`src/rtl/mag_comp_seq.sv`:
```
// mag_comp_seq: sequential magnitude comparator.
//
// Compares two WIDTH-bit operands MSB-first, CHUNK bits per clock, and
// reports gt/lt/eq with a start/busy/done handshake. Unsigned and
// two's-complement compares are selected per operation with signed_mode.
//
// Optional feature macro: MAG_COMP_EARLY_EXIT_EN
//   defined   : the compare finishes at the first differing chunk
//               (latency 1..NCH); equal operands still take NCH cycles.
//   undefined : always NCH compare cycles (constant latency).
//
// Handshake: start is sampled only while idle (busy=0, done=0); the
// operands and mode are captured on that edge and later input changes are
// ignored. busy is high for every compare cycle. done is a one-cycle pulse,
// and gt/lt/eq are valid from that cycle until the next completed compare
// or reset. A start seen while busy or done is dropped without effect.
module mag_comp_seq #(
  parameter int WIDTH = 8,
  parameter int CHUNK = 1
) (
  input  logic             clk,
  input  logic             rst,
  input  logic             start,
  input  logic             signed_mode,
  input  logic [WIDTH-1:0] a,
  input  logic [WIDTH-1:0] b,
  output logic             busy,
  output logic             done,
  output logic             gt,
  output logic             lt,
  output logic             eq
);

  localparam int NCH = WIDTH / ((CHUNK < 1) ? 1 : CHUNK);
  localparam int IW  = (NCH > 1) ? $clog2(NCH) : 1;

  // Flipping the sign bit of both operands maps two's-complement onto
  // offset binary, so the chunk walk below stays a plain unsigned compare.
  localparam logic [WIDTH-1:0] MSB_MASK = {1'b1, {(WIDTH-1){1'b0}}};

  // Parameter sanity: reject illegal geometry at elaboration time.
  if (WIDTH < 2) begin : g_width_chk
    $error("mag_comp_seq: WIDTH (%0d) must be >= 2", WIDTH);
  end
  if ((CHUNK < 1) || ((WIDTH % ((CHUNK < 1) ? 1 : CHUNK)) != 0)) begin : g_chunk_chk
    $error("mag_comp_seq: WIDTH (%0d) must be an exact multiple of CHUNK (%0d)",
           WIDTH, CHUNK);
  end

  typedef enum logic [1:0] {
    S_IDLE = 2'd0,
    S_RUN  = 2'd1,
    S_DONE = 2'd2
  } state_e;

  state_e           state_q, state_d;
  logic [WIDTH-1:0] a_q, a_d;
  logic [WIDTH-1:0] b_q, b_d;
  logic [IW-1:0]    idx_q, idx_d;
  logic             r_eq_q, r_eq_d;
  logic             r_gt_q, r_gt_d;
  logic             r_lt_q, r_lt_d;
  logic             gt_q, gt_d;
  logic             lt_q, lt_d;
  logic             eq_q, eq_d;

  // Current chunk of each operand, selected by the chunk index.
  logic [31:0]      bit_base;
  logic [CHUNK-1:0] ch_a;
  logic [CHUNK-1:0] ch_b;

  // Running flags after folding in the current chunk.
  logic             n_eq;
  logic             n_gt;
  logic             n_lt;
  logic             last_chunk;
  logic             finish;

  // Chunk select: shift the operand down by index*CHUNK and keep the low bits.
  always_comb begin
    bit_base = 32'(idx_q) * 32'(CHUNK);
    ch_a     = CHUNK'(a_q >> bit_base);
    ch_b     = CHUNK'(b_q >> bit_base);
  end

  // Fold the current chunk into the running flags; once a difference has
  // been seen the flags are frozen, so the most significant difference wins.
  always_comb begin
    n_eq = r_eq_q;
    n_gt = r_gt_q;
    n_lt = r_lt_q;
    if (r_eq_q) begin
      if (ch_a > ch_b) begin
        n_gt = 1'b1;
        n_eq = 1'b0;
      end else if (ch_a < ch_b) begin
        n_lt = 1'b1;
        n_eq = 1'b0;
      end
    end
    last_chunk = (idx_q == '0);
`ifdef MAG_COMP_EARLY_EXIT_EN
    finish = last_chunk | ~n_eq;
`else
    finish = last_chunk;
`endif
  end

  // Next-state and datapath control for the IDLE/RUN/DONE sequencer.
  always_comb begin
    state_d = state_q;
    a_d     = a_q;
    b_d     = b_q;
    idx_d   = idx_q;
    r_eq_d  = r_eq_q;
    r_gt_d  = r_gt_q;
    r_lt_d  = r_lt_q;
    gt_d    = gt_q;
    lt_d    = lt_q;
    eq_d    = eq_q;
    case (state_q)
      S_IDLE: begin
        if (start) begin
          a_d     = signed_mode ? (a ^ MSB_MASK) : a;
          b_d     = signed_mode ? (b ^ MSB_MASK) : b;
          idx_d   = IW'(NCH - 1);
          r_eq_d  = 1'b1;
          r_gt_d  = 1'b0;
          r_lt_d  = 1'b0;
          state_d = S_RUN;
        end
      end
      S_RUN: begin
        r_eq_d = n_eq;
        r_gt_d = n_gt;
        r_lt_d = n_lt;
        idx_d  = idx_q - IW'(1);
        if (finish) begin
          gt_d    = n_gt;
          lt_d    = n_lt;
          eq_d    = n_eq;
          state_d = S_DONE;
        end
      end
      S_DONE: begin
        state_d = S_IDLE;
      end
      default: begin
        state_d = S_IDLE;
      end
    endcase
  end

  // State, operand and result registers; reset aborts any compare in flight.
  always_ff @(posedge clk or posedge rst) begin
    if (rst) begin
      state_q <= S_IDLE;
      a_q     <= '0;
      b_q     <= '0;
      idx_q   <= '0;
      r_eq_q  <= 1'b0;
      r_gt_q  <= 1'b0;
      r_lt_q  <= 1'b0;
      gt_q    <= 1'b0;
      lt_q    <= 1'b0;
      eq_q    <= 1'b0;
    end else begin
      state_q <= state_d;
      a_q     <= a_d;
      b_q     <= b_d;
      idx_q   <= idx_d;
      r_eq_q  <= r_eq_d;
      r_gt_q  <= r_gt_d;
      r_lt_q  <= r_lt_d;
      gt_q    <= gt_d;
      lt_q    <= lt_d;
      eq_q    <= eq_d;
    end
  end

  assign busy = (state_q == S_RUN);
  assign done = (state_q == S_DONE);
  assign gt   = gt_q;
  assign lt   = lt_q;
  assign eq   = eq_q;

  // A finished result always names exactly one relation.
  ast_done_onehot: assert property (@(posedge clk) disable iff (rst)
    done |-> $onehot({gt, lt, eq}));

  // busy and done are mutually exclusive phases of one operation.
  ast_busy_done_excl: assert property (@(posedge clk) disable iff (rst)
    !(busy && done));

endmodule

```
`config.mk`:
```
export PLATFORM = sky130hd
export DESIGN_NAME = mag_comp_seq
export DESIGN_NICKNAME = d
export VERILOG_FILES = /design/src/rtl/mag_comp_seq.sv
export SDC_FILE = /design/constraint.sdc
export NUM_CORES = 1
export LEC_CHECK = 0
export ABC_AREA = 1
export CORE_ASPECT_RATIO = 0.75
export CORE_MARGIN = 1
export CORE_UTILIZATION = 51
export DETAILED_ROUTE_END_ITERATION = 12
export PLACE_DENSITY = 0.78
export SYNTH_ARGS = -nofsm -noshare
export SYNTH_HDL_FRONTEND = slang
export SYNTH_SLANG_ARGS = --single-unit
```
`constraint.sdc`:
```
create_clock -name clk -period 2 [get_ports clk]
set_input_delay 0.4 -clock clk [delete_from_list [all_inputs] [get_ports clk]]
set_output_delay 0.4 -clock clk [all_outputs]
set_load 0.01 [all_outputs]
```
== Word-level counts from Yosys, hierarchy flattened ==
Cells that the tools add are included.
W data, S select, Z words.

* Input bits: 20
* Logic and storage cells: 48
* Register bits: 27

* Add/sub/neg operators: 1
* Reduce and logical (&&, ||, !) cells: 7
* Eq/ne operators: 4
* Shift operators: 2
* Muxes and demuxes: 20
* Magnitude comparators: 2
* Bitwise gates (word level): 2

{| class="wikitable"
|+ Operators with widths
! kind !! count
|-
| $mux W8 || 2
|-
| $shr A8 B3 Y1 || 2
|-
| $mux W1 || 10
|-
| $reduce_and A2 Y1 || 4
|-
| $pmux W1 S2 || 3
|-
| $pmux W3 S2 || 1
|-
| $mux W2 || 2
|-
| $pmux W2 S2 || 1
|-
| $logic_not A3 Y1 || 1
|-
| $mux W3 || 1
|-
| $sub A3 B1 Y3 const B || 1
|-
| $eq A2 B1 Y1 const B || 1
|-
| $eq A2 B2 Y1 const B || 1
|-
| $logic_not A2 Y1 || 1
|-
| $ne A2 B1 Y1 const B || 1
|-
| $ne A2 B2 Y1 const B || 1
|-
| $not A1 Y1 || 2
|-
| $reduce_bool A2 Y1 || 1
|-
| $gt A1 B1 Y1 || 1
|-
| $lt A1 B1 Y1 || 1
|}

== Depth between registers and ports, before layout ==
Gate-level depths: netlist (run 1).

* Depth after elaboration: 6
* Depth in mapped cells: 14
* Gate-level depth less buffers: 12

== Least setup slack after synthesis (run 1) ==
Ideal clock, no wire load.

* Path kind: register -> register
* From: register idx_q[0]
* To: register r_lt_q
* Path buffers: 2
* Stages on the path, launching flop included: 14
* Arrival time: 1.365 ns
* Setup time: 0.118 ns
* Slack: 0.517 ns
* Data required time: 1.882 ns
* Path through: dfrtp_1 > buf_6 > inv_2 > buf_6 > nand2_1 > nand3_1 > nand2_1 > nand2_1 > nand2_1 > ha_1 > nand3_1 > nand2_1 > a21oi_1 > inv_1

* Word-level cells in the longest chain between the ends: 6

{| class="wikitable"
|+ Ends and longest elaborated chain
! what !! line !! source
|-
| start: declaration || 59 || <nowiki>logic [IW-1:0] idx_q, idx_d;</nowiki>
|-
| start signal: assignment || 171 || <nowiki>idx_q <= idx_d;</nowiki>
|-
| $shr A8 B3 Y1 (on tied branches) || 82, 83 ||
|-
| $lt A1 B1 Y1 || 96 || <nowiki>end else if (ch_a < ch_b) begin</nowiki>
|-
| $mux W1 || 96 ||
|-
| $mux W1 * || 93 || <nowiki>if (ch_a > ch_b) begin</nowiki>
|-
| $mux W1 * || 92 || <nowiki>if (r_eq_q) begin</nowiki>
|-
| $pmux W1 S2 * || 121 || <nowiki>case (state_q)</nowiki>
|-
| end signal: assignment || 174 || <nowiki>r_lt_q <= r_lt_d;</nowiki>
|-
| end: declaration || 62 || <nowiki>logic r_lt_q, r_lt_d;</nowiki>
|}

Every way passes the cells marked *; elsewhere a longest branch is shown, timed or not.
A chain may end at the register's enable or synchronous reset.

== Worst setup path after layout (run 1) ==
* From: register state_q[0]
* To: output done

* Word-level cells in the longest chain between the ends: 1

{| class="wikitable"
|+ Ends and longest elaborated chain
! what !! line !! source
|-
| start: declaration || 56 || <nowiki>state_e state_q, state_d;</nowiki>
|-
| start signal: assignment || 168 || <nowiki>state_q <= state_d;</nowiki>
|-
| $eq A2 B2 Y1 || 182 || <nowiki>assign done = (state_q == S_DONE);</nowiki>
|-
| end: declaration || 28 || <nowiki>output logic done,</nowiki>
|}

Every way passes these cells.

==> results_dict.tcl, run 1 <==
set metrics [dict create \
    outcome "complete, no violations" \
    holdBufCountCts 0 \
    grt_pass1_vias 1008 \
    gr-usage-all-layers_pct 20.1 \
    syn_avg_cell_area_um2 7.87 \
    rsz0062_at_grt "no" \
    clk_pin_slew_ns 0.14 \
    finalSetupTns_ns 0 \
    nets 223 \
    syn_inst 173 \
    crit_arrival_ns 1.41 \
    clockBufferDepth 2 \
    cts_root_buf "clkbuf_4" \
    end_kind "output pin" \
    whs_ns 0.420 \
    worstPathMaxFanout 3 \
    drv_cap 0 \
    routed_wl_um 2540 \
    postLayoutSetupSlackWorst_ns 0.195 \
    synthDistinctLibCells 15 \
    first_pass_iters 4 \
    p_leak_nw 0.836 \
    vias 1124 \
    dieArea_mm2 0.00288 \
    fp.dieH_um 46.7 \
    yosysSeqAreaShare_pct 49.6 \
    max_stage_delay_ns 0.53 \
    route.detailed.drc 0 \
    wire_per_inst_um 10.9 \
    antenna_left 0 \
    final_cell_mix "nand2_1, dfrtp_1, inv_1" \
    power.density_mw_per_mm2 1400 \
    placed_cells 228 \
    crit_family "buffers and inverters" \
    io_buffers 24 \
    worstPathCellList "nor2_1, clkdlybuf4s50_1" \
    setup_violations 0 \
    crit_slowest_cell "clkdlybuf4s50_1" \
    io_pins 25 \
    numClockSinks 27 \
    fp.dieW_um 61.7 \
    clk_latency_ns 0.32 \
    viasPerCell 4.84 \
    gr-total-overflow 0 \
    dp_slack_ns 0.337 \
    start_kind "flop" \
    cts_setup_buffers 0 \
    maxSlewHeadroom_pct 77.7 \
    post-dp-hpwl_um 1950 \
    row_count 15 \
    fin_crit_ns 1.81 \
    ir_drop_mv 0.732 \
    synth_area_mm2 0.00136 \
    drtIter0Drc 60 \
    finalHoldViolations 0 \
    syn_nets 197 \
    cp.required_ns 1.60 \
    area_growth_pct 20.4 \
    antenna_found_initial 0 \
    n_antenna_cell 0 \
    fin_cells 232 \
    min_period_over_period_pct 90.3 \
    core_area_mm2 0.00240 \
    cts_max_level 1 \
    clock_skew_ns 0.00786 \
    maxSlewViolCount 0 \
    synth-seq-cells 27 \
    cts_tree "yes" \
    drive_gt1_share_pct 7.07 \
    yosysWarningCount 0 \
    grt_max_degree 29 \
    worst_pin_slew_ns 0.334 \
    final_common_cell "nand2_1" \
    path_class "reg -> out" \
    path_buf_inv 1 \
    cts_made_buffers 3 \
    grt_pass1_wl_um 4160 \
    initial_core_util_pct 56.7 \
    place_congestion 0.854 \
    fmax_mhz 554 \
    hold_path.class "in -> async" \
]
==> final cells by class <==
cell class,count,area (um2)
multi-input combinational,111,524
clock buffer,4,26.3
timing repair buffer,26,258
sequential,27,676
tap,34,42.5
inverter,30,113
fill,216,763
==> report_power, final <==
group	switching [W]	total [W]	internal, W
registers	0.000145	0.000939	0.000794
clock network	0.000152	0.000230	0.0000781
logic	0.000681	0.00113	0.000451
total	0.000978	0.00230	0.00132
==> metrics by stage <==
stage               util (%)  instance area (um2)  total power, W
global placement        67.0                 1610         0.00203
floorplan                  -                 1360         0.00180
detailed placement      67.0                 1610         0.00208
CTS                     68.1                 1640         0.00231
finish                  68.2                 1640         0.00230
global route            68.2                 1640         0.00256
==> repair_timing <==
item	4_1_cts	5_1_grt
endpoints found under the setup margin	1	1
cloned	0	0
gates resized for setup	1	1
==> Yosys cell counts <==
| cell type | number | area (um2) |
|---|---|---|
| nand2_1 | 57 | 214 |
| dfrtp_1 | 27 | 676 |
| inv_1 | 27 | 101 |
| nand3_1 | 15 | 75.1 |
| o21ai_0 | 13 | 65.1 |
| o21ai_1 | 8 | 40.0 |
| a21oi_1 | 4 | 20.0 |
| buf_6 | 4 | 45.0 |
| ha_1 | 4 | 50.1 |
| inv_2 | 3 | 11.3 |
| nand2_2 | 3 | 18.8 |
| nor2_1 | 3 | 11.3 |
| nor2_2 | 2 | 12.5 |
| xnor2_1 | 2 | 17.5 |
| clkbuf_1 | 1 | 3.75 |
==> cell families (layout without fill, tap and decap cells) <==
kind of cell | Yosys count | after routing | synth area share [%]
compound gates | 25 | 25 | 9.19
xor+xnor | 2 | 2 | 1.29
fa+ha+maj | 4 | 4 | 3.68
buf+inv | 35 | 60 | 11.9
flops | 27 | 27 | 49.6
simple gates | 80 | 80 | 24.4
==> path summary, 6_finish.rpt <==
check / from / to / slack, ns / depth (start not counted)
worst max-delay path: state_q[0]$_DFFE_PP0P_ / done / 0.19 / 2
worst min-delay path: rst / a_q[3]$_DFFE_PP0P_ / 0.42 / 3
worst max register to register: idx_q[0]$_DFFE_PP0P_ / r_lt_q$_DFFE_PP0P_ / 0.33 / 12
worst min register to register: lt$_DFFE_PP0P_ / lt$_DFFE_PP0P_ / 0.49 / 2
max in group asynchronous: rst / idx_q[0]$_DFFE_PP0P_ / 1.32 / 3
min in group clk: lt$_DFFE_PP0P_ / lt$_DFFE_PP0P_ / 0.49 / 2
==> worst min-delay path: cells and delay by family <==
family	cells	cell delay, ns
buffers and inverters	3	0.76
==> state kept, by name, summed over array words and instances, names as in the netlist, 2 cells and up <==
signal	flops
a_q	8
b_q	8
idx_q	3
state_q	2
==> routing by layer <==
layer	global-route usage, %	routed length (um)	vias up
li1	-	-	577
met1	27.2	1210	502
met2	34.0	1160	41
met3	4.96	152	4
met4	2.67	17	0
met5	0	0	-
Power figures use the tool's default switching activity.
==> run 2, diff against run 1 <==
--- a/config.mk
+++ b/config.mk
@@ -6,11 +6,13 @@
 export NUM_CORES = 1
 export LEC_CHECK = 0
 export ABC_AREA = 1
+export CELL_PAD_IN_SITES_DETAIL_PLACEMENT = 2
+export CELL_PAD_IN_SITES_GLOBAL_PLACEMENT = 2
 export CORE_ASPECT_RATIO = 0.75
 export CORE_MARGIN = 1
-export CORE_UTILIZATION = 51
+export CORE_UTILIZATION = 29
 export DETAILED_ROUTE_END_ITERATION = 12
-export PLACE_DENSITY = 0.78
+export PLACE_DENSITY = 0.87
 export SYNTH_ARGS = -nofsm -noshare
 export SYNTH_HDL_FRONTEND = slang
 export SYNTH_SLANG_ARGS = --single-unit
==> run 2 against run 1 <==
Effect of this change:
- sequential share of layout area is 1.5 points lower
- non-clock buffer count rose by 2
- final cell count increased by 11%
- clock skew shrank 0.0039 ns
- count of clock-buffer cells in the layout did not move
- utilization is 30 points lower
- worst hold slack gained 0.070 ns
==> results_dict.tcl, run 2 (synthesis gave the netlist of run 1 again) <==
set metrics [dict create \
    fmax_mhz 526 \
    antenna_found_initial 0 \
    worstPathCellList "inv_2, nand2_2, inv_2, clkdlybuf4s50_1" \
    clockBufferDepth 2 \
    wire_per_inst_um 13.7 \
    r2r-start "idx_q[0]$_DFFE_PP0P_" \
    start_kind "flop" \
    cts_made_buffers 3 \
    multiInputGateArea_um2 524 \
    worst_pin_slew_ns 0.340 \
    finalHoldViolations 0 \
    clock_skew_ns 0.00396 \
    power.density_mw_per_mm2 1480 \
    r2r_cells 9 \
    io_pins 25 \
    first_pass_iters 3 \
    vias 1173 \
    nets 225 \
    finalSetupTns_ns 0 \
    grt_pass1_wl_um 5930 \
    final_cell_mix "nand2_1, dfrtp_1, inv_1" \
    holdBufCountCts 0 \
    routed_wl_um 3530 \
    crit_family "buffers and inverters" \
    post-dp-hpwl_um 2810 \
    cp.required_ns 1.60 \
    hold_path.class "in -> async" \
    fill_cells 530 \
    maxSlewHeadroom_pct 77.3 \
    viasPerCell 4.56 \
    maxSlewViolCount 0 \
    path_class "reg -> out" \
    fp.dieH_um 61.3 \
    p_leak_nw 0.847 \
    final_core_util_pct 37.8 \
    fin_crit_ns 1.90 \
    startpoint "state_q[1]$_DFFE_PP0P_" \
    crit_arrival_ns 1.50 \
    grt_use_met3_pct 3.11 \
    cts_root_buf "clkbuf_8" \
    place_congestion 0.824 \
    end_kind "output pin" \
    initial_core_util_pct 30.3 \
    dieArea_mm2 0.00498 \
    n_antenna_cell 0 \
    antenna_left 0 \
    grt_pass1_vias 1279 \
    worstReg2RegEnd "gt$_DFFE_PP0P_" \
    io_buffers 24 \
    ir_drop_mv 0.395 \
    area.sequential_um2 676 \
    worstPathMaxFanout 6 \
    cp.depth 4 \
    fp.dieW_um 81.1 \
    row_count 21 \
    min_period_over_period_pct 95.1 \
    path_buf_inv 3 \
    outcome "complete, no violations" \
    clk_latency_ns 0.27 \
    gr-usage-all-layers_pct 16.0 \
    final_common_cell "nand2_1" \
    cts_setup_buffers 0 \
    core_area_mm2 0.00449 \
    max_stage_delay_ns 0.54 \
    cts_tree "yes" \
    numClockSinks 27 \
    crit_end "busy" \
    met2_usage_pct 29.4 \
    setup_violations 0 \
    route.detailed.drc 0 \
    crit_slowest_cell "clkdlybuf4s50_1" \
    drtIter0Drc 41 \
    critPathMostFrequentCell "inv_2" \
    clk_pin_slew_ns 0.09 \
    cts_max_level 1 \
    area_growth_pct 24.8 \
    drive_gt1_share_pct 8.00 \
    drv_cap 0 \
    gr-total-overflow 0 \
    top_regs "a_q x8, b_q x8, idx_q x3" \
    rsz0062_at_grt "no" \
    busiest_layer "met2" \
    r2r_slack_ns 0.33 \
    post_cts_resized 0 \
    grt_max_degree 29 \
    met1_usage_pct 19.7 \
]
==> run 2: cell types whose count changed in the layout (fill, tap and decap cells not counted), sizes merged <==
cell,delta
buf,+2
clkdlybuf4s50,+1
dlymetal6s2s,-1
==> run 2: metal layers <==
layer  share of wire [%]  wire (um)  vias up
li1                    -          -      581
met1                  46       1640      567
met2                  50       1760       20
met3                 2.8        100        5
met4                0.96         34        0
met5                   0          0        -
==> run 2: area by class of cell <==
type / count / area share (%)
Tap cell: 57 / 4.20
Sequential cell: 27 / 39.8
Inverter: 30 / 6.63
Clock buffer: 4 / 2.65
Multi-Input combinational cell: 111 / 30.9
Timing Repair Buffer: 28 / 15.9
==> run 2: through the flow <==
| step | cells | area [um2] | setup slack (ns) | hold WS (ns) | power, W |
|---|---|---|---|---|---|
| 3_3_place_gp | 253 | 1650 | 0.389 | 0.455 | 0.00213 |
| 2_1_floorplan | 173 | 1360 | 0.517 | 0.453 | 0.00180 |
| 4_1_cts | 257 | 1700 | 0.0305 | 0.504 | 0.00257 |
| 3_5_place_dp | 253 | 1650 | 0.331 | 0.492 | 0.00224 |
| 6_report | 257 | 1700 | 0.0981 | 0.490 | 0.00252 |
| 5_1_grt | 257 | 1700 | 0.00429 | 0.542 | 0.00278 |
==> run 2: power breakdown <==
group	switching [W]	total, W	leakage [nW]	internal, W
sequential	0.000123	0.000920	0.332	0.000797
combinational	0.000810	0.00130	0.492	0.000486
clock	0.000164	0.000307	0.0228	0.000143
total	0.00110	0.00252	0.847	0.00143
==> run 2: worst min path at each step <==
stage	cells after the start	from	end	slack [ns]
after floorplan	1	rst	a_q[0]$_DFFE_PP0P_	0.45
after global placement	2	lt$_DFFE_PP0P_	lt$_DFFE_PP0P_	0.46
after detailed placement	2	a_q[7]$_DFFE_PP0P_	a_q[7]$_DFFE_PP0P_	0.49
after CTS	3	rst	b_q[4]$_DFFE_PP0P_	0.50
after global routing	3	rst	b_q[5]$_DFFE_PP0P_	0.54
final	3	rst	state_q[1]$_DFFE_PP0P_	0.49
==> run 2: worst register-to-register path, delay by kind of cell (launching register included) <==
family,cells,cell delay (ns)
AO/OA/AOI/OAI,2,0.32
AND/OR/NAND/NOR,5,0.41
flip-flops,1,0.40
buffers and inverters,1,0.20
adder cells (fa/ha/maj),1,0.22
==> run 3, diff against run 2 <==
--- a/config.mk
+++ b/config.mk
@@ -12,7 +12,7 @@
 export CORE_MARGIN = 1
 export CORE_UTILIZATION = 29
 export DETAILED_ROUTE_END_ITERATION = 12
-export PLACE_DENSITY = 0.87
+export PLACE_DENSITY_LB_ADDON = 0.1
 export SYNTH_ARGS = -nofsm -noshare
 export SYNTH_HDL_FRONTEND = slang
 export SYNTH_SLANG_ARGS = --single-unit
==> run 3 against run 2 <==
Effect of this change:
- routed wire length grew 5.9%
- count of clock-buffer cells in the layout is the same
- first-iteration DRC count shrank 22%
- global-route usage grew 1.4 points
==> results_dict.tcl, run 3 (synthesis gave the netlist of run 1 again) <==
set metrics [dict create \
    outcome "complete, no violations" \
    cts_setup_buffers 0 \
    start_kind "flop" \
    maxSlewViolCount 0 \
    ir_drop_mv 0.439 \
    worst_pin_slew_ns 0.374 \
    power.density_mw_per_mm2 1480 \
    route.detailed.drc 0 \
    p_int_w 0.00143 \
    grt_max_degree 28 \
    crit_arrival_ns 1.49 \
    hold_path.class "in -> async" \
    clock_skew_ns 0.00625 \
    cts_max_level 1 \
    fmax_mhz 528 \
    final_cell_mix "nand2_1, dfrtp_1, inv_1" \
    antenna_left 0 \
    p_leak_nw 0.852 \
    clk_latency_ns 0.28 \
    maxSlewHeadroom_pct 75.1 \
    p_clk_share_pct 12.7 \
    power_switching_w 0.00111 \
    cp.depth 4 \
    row_count 21 \
    fp.dieH_um 61.3 \
    gr-total-overflow 0 \
    finalSetupTns_ns 0 \
    io_pins 25 \
    path_class "reg -> out" \
    setup_violations 0 \
    gr-usage-all-layers_pct 17.4 \
    worstPathMaxFanout 6 \
    routed_wl_um 3740 \
    path_buf_inv 3 \
    drtIter0Drc 32 \
    first_pass_iters 4 \
    final_common_cell "nand2_1" \
    cts_made_buffers 3 \
    clockBufferDepth 2 \
    post-dp-hpwl_um 2960 \
    power.share.switching_pct 43.7 \
    startpoint "state_q[1]$_DFFE_PP0P_" \
    drive_gt1_share_pct 8.46 \
    viasPerCell 4.62 \
    vias 1192 \
    n_antenna_cell 0 \
    r2r_slack_ns 0.32 \
    grt_pass1_wl_um 6320 \
    wire_per_inst_um 14.5 \
    fin_cells 258 \
    clk_pin_slew_ns 0.10 \
    numClockSinks 27 \
    combPwrFrac_pct 50.9 \
    initial_core_util_pct 30.3 \
    max_stage_delay_ns 0.54 \
    grt_pass1_vias 1335 \
    end_kind "output pin" \
    placed_cells 254 \
    crit_family "buffers and inverters" \
    io_buffers 24 \
    cts_tree "yes" \
    cp.required_ns 1.60 \
    dp_slack_ns 0.326 \
    fp.dieW_um 81.1 \
    dieArea_mm2 0.00498 \
    r2r_cells 9 \
    worstPathCellList "inv_2, nand2_2, inv_2, clkdlybuf4s50_1" \
    postLayoutSetupSlackWorst_ns 0.106 \
    critPathMostFrequentCell "inv_2" \
    nets 226 \
    worstReg2RegEnd "gt$_DFFE_PP0P_" \
    core_area_mm2 0.00449 \
    antenna_found_initial 0 \
    rsz0062_at_grt "no" \
    min_period_over_period_pct 94.7 \
    fin_crit_ns 1.89 \
    top_regs "a_q x8, b_q x8, idx_q x3" \
    area_growth_pct 25.4 \
    drv_cap 0 \
    r2r-start "idx_q[0]$_DFFE_PP0P_" \
    finalHoldViolations 0 \
    crit_slowest_cell "clkdlybuf4s50_1" \
    cts_root_buf "clkbuf_8" \
    place_congestion 0.758 \
    pwr-share-seq_pct 36.4 \
]
[run 3: worst max path at each step]
| stage | end | slack (ns) |
|---|---|---|
| 4_1_cts | busy | 0.009 |
| 5_1_grt | busy | 0.005 |
| 3_5_place_dp | gt$_DFFE_PP0P_ | 0.33 |
| 3_3_place_gp | busy | 0.34 |
| 2_1_floorplan | r_lt_q$_DFFE_PP0P_ | 0.52 |
| 6_report | busy | 0.11 |
[run 3: power by group through the flow]
stage	combinational [W]	sequential [W]	clock [W]
after floorplan	0.000887	0.000915	0
after global placement	0.00123	0.000919	0
after detailed placement	0.00131	0.000941	0
after CTS	0.00132	0.000930	0.000337
after global routing	0.00151	0.000953	0.000355
final	0.00129	0.000923	0.000321
[run 3: final cells by class]
class,count,area (um2)
fill,535,2790
inverter,30,113
tap,57,71.3
sequential,27,676
clock buffer,4,45.0
timing repair buffer,29,278
multi-input combinational,111,524
[run 3: layer usage]
| metal | routed length (um) | share of wire, % | global-route usage (%) |
|---|---|---|---|
| met1 | 1850 | 50 | 22.6 |
| met2 | 1750 | 47 | 30.7 |
| met3 | 125 | 3.3 | 4.00 |
| met4 | 14 | 0.37 | 2.30 |
| met5 | 0 | 0 | 0 |
[run 3: tightest hold or removal path: stages]
cell and delay, ns:
clkdlybuf4s50_1 0.40, inv_1 0.05, buf_4 0.33
[run 3: through the flow]
| step | hold slack, ns | utilization (%) | instance area (um2) | total power [W] |
|---|---|---|---|---|
| 2_1_floorplan | 0.453 | - | 1360 | 0.00180 |
| 5_1_grt | 0.513 | 38.0 | 1710 | 0.00282 |
| 3_3_place_gp | 0.456 | 37.0 | 1660 | 0.00215 |
| 3_5_place_dp | 0.466 | 37.0 | 1660 | 0.00225 |
| 4_1_cts | 0.489 | 38.0 | 1710 | 0.00259 |
| 6_report | 0.483 | 38.0 | 1710 | 0.00253 |
[run 3: timing repair]
item,CTS,global route
hold buffers,0,0
resized for setup,0,1
setup endpoints to repair,0,1
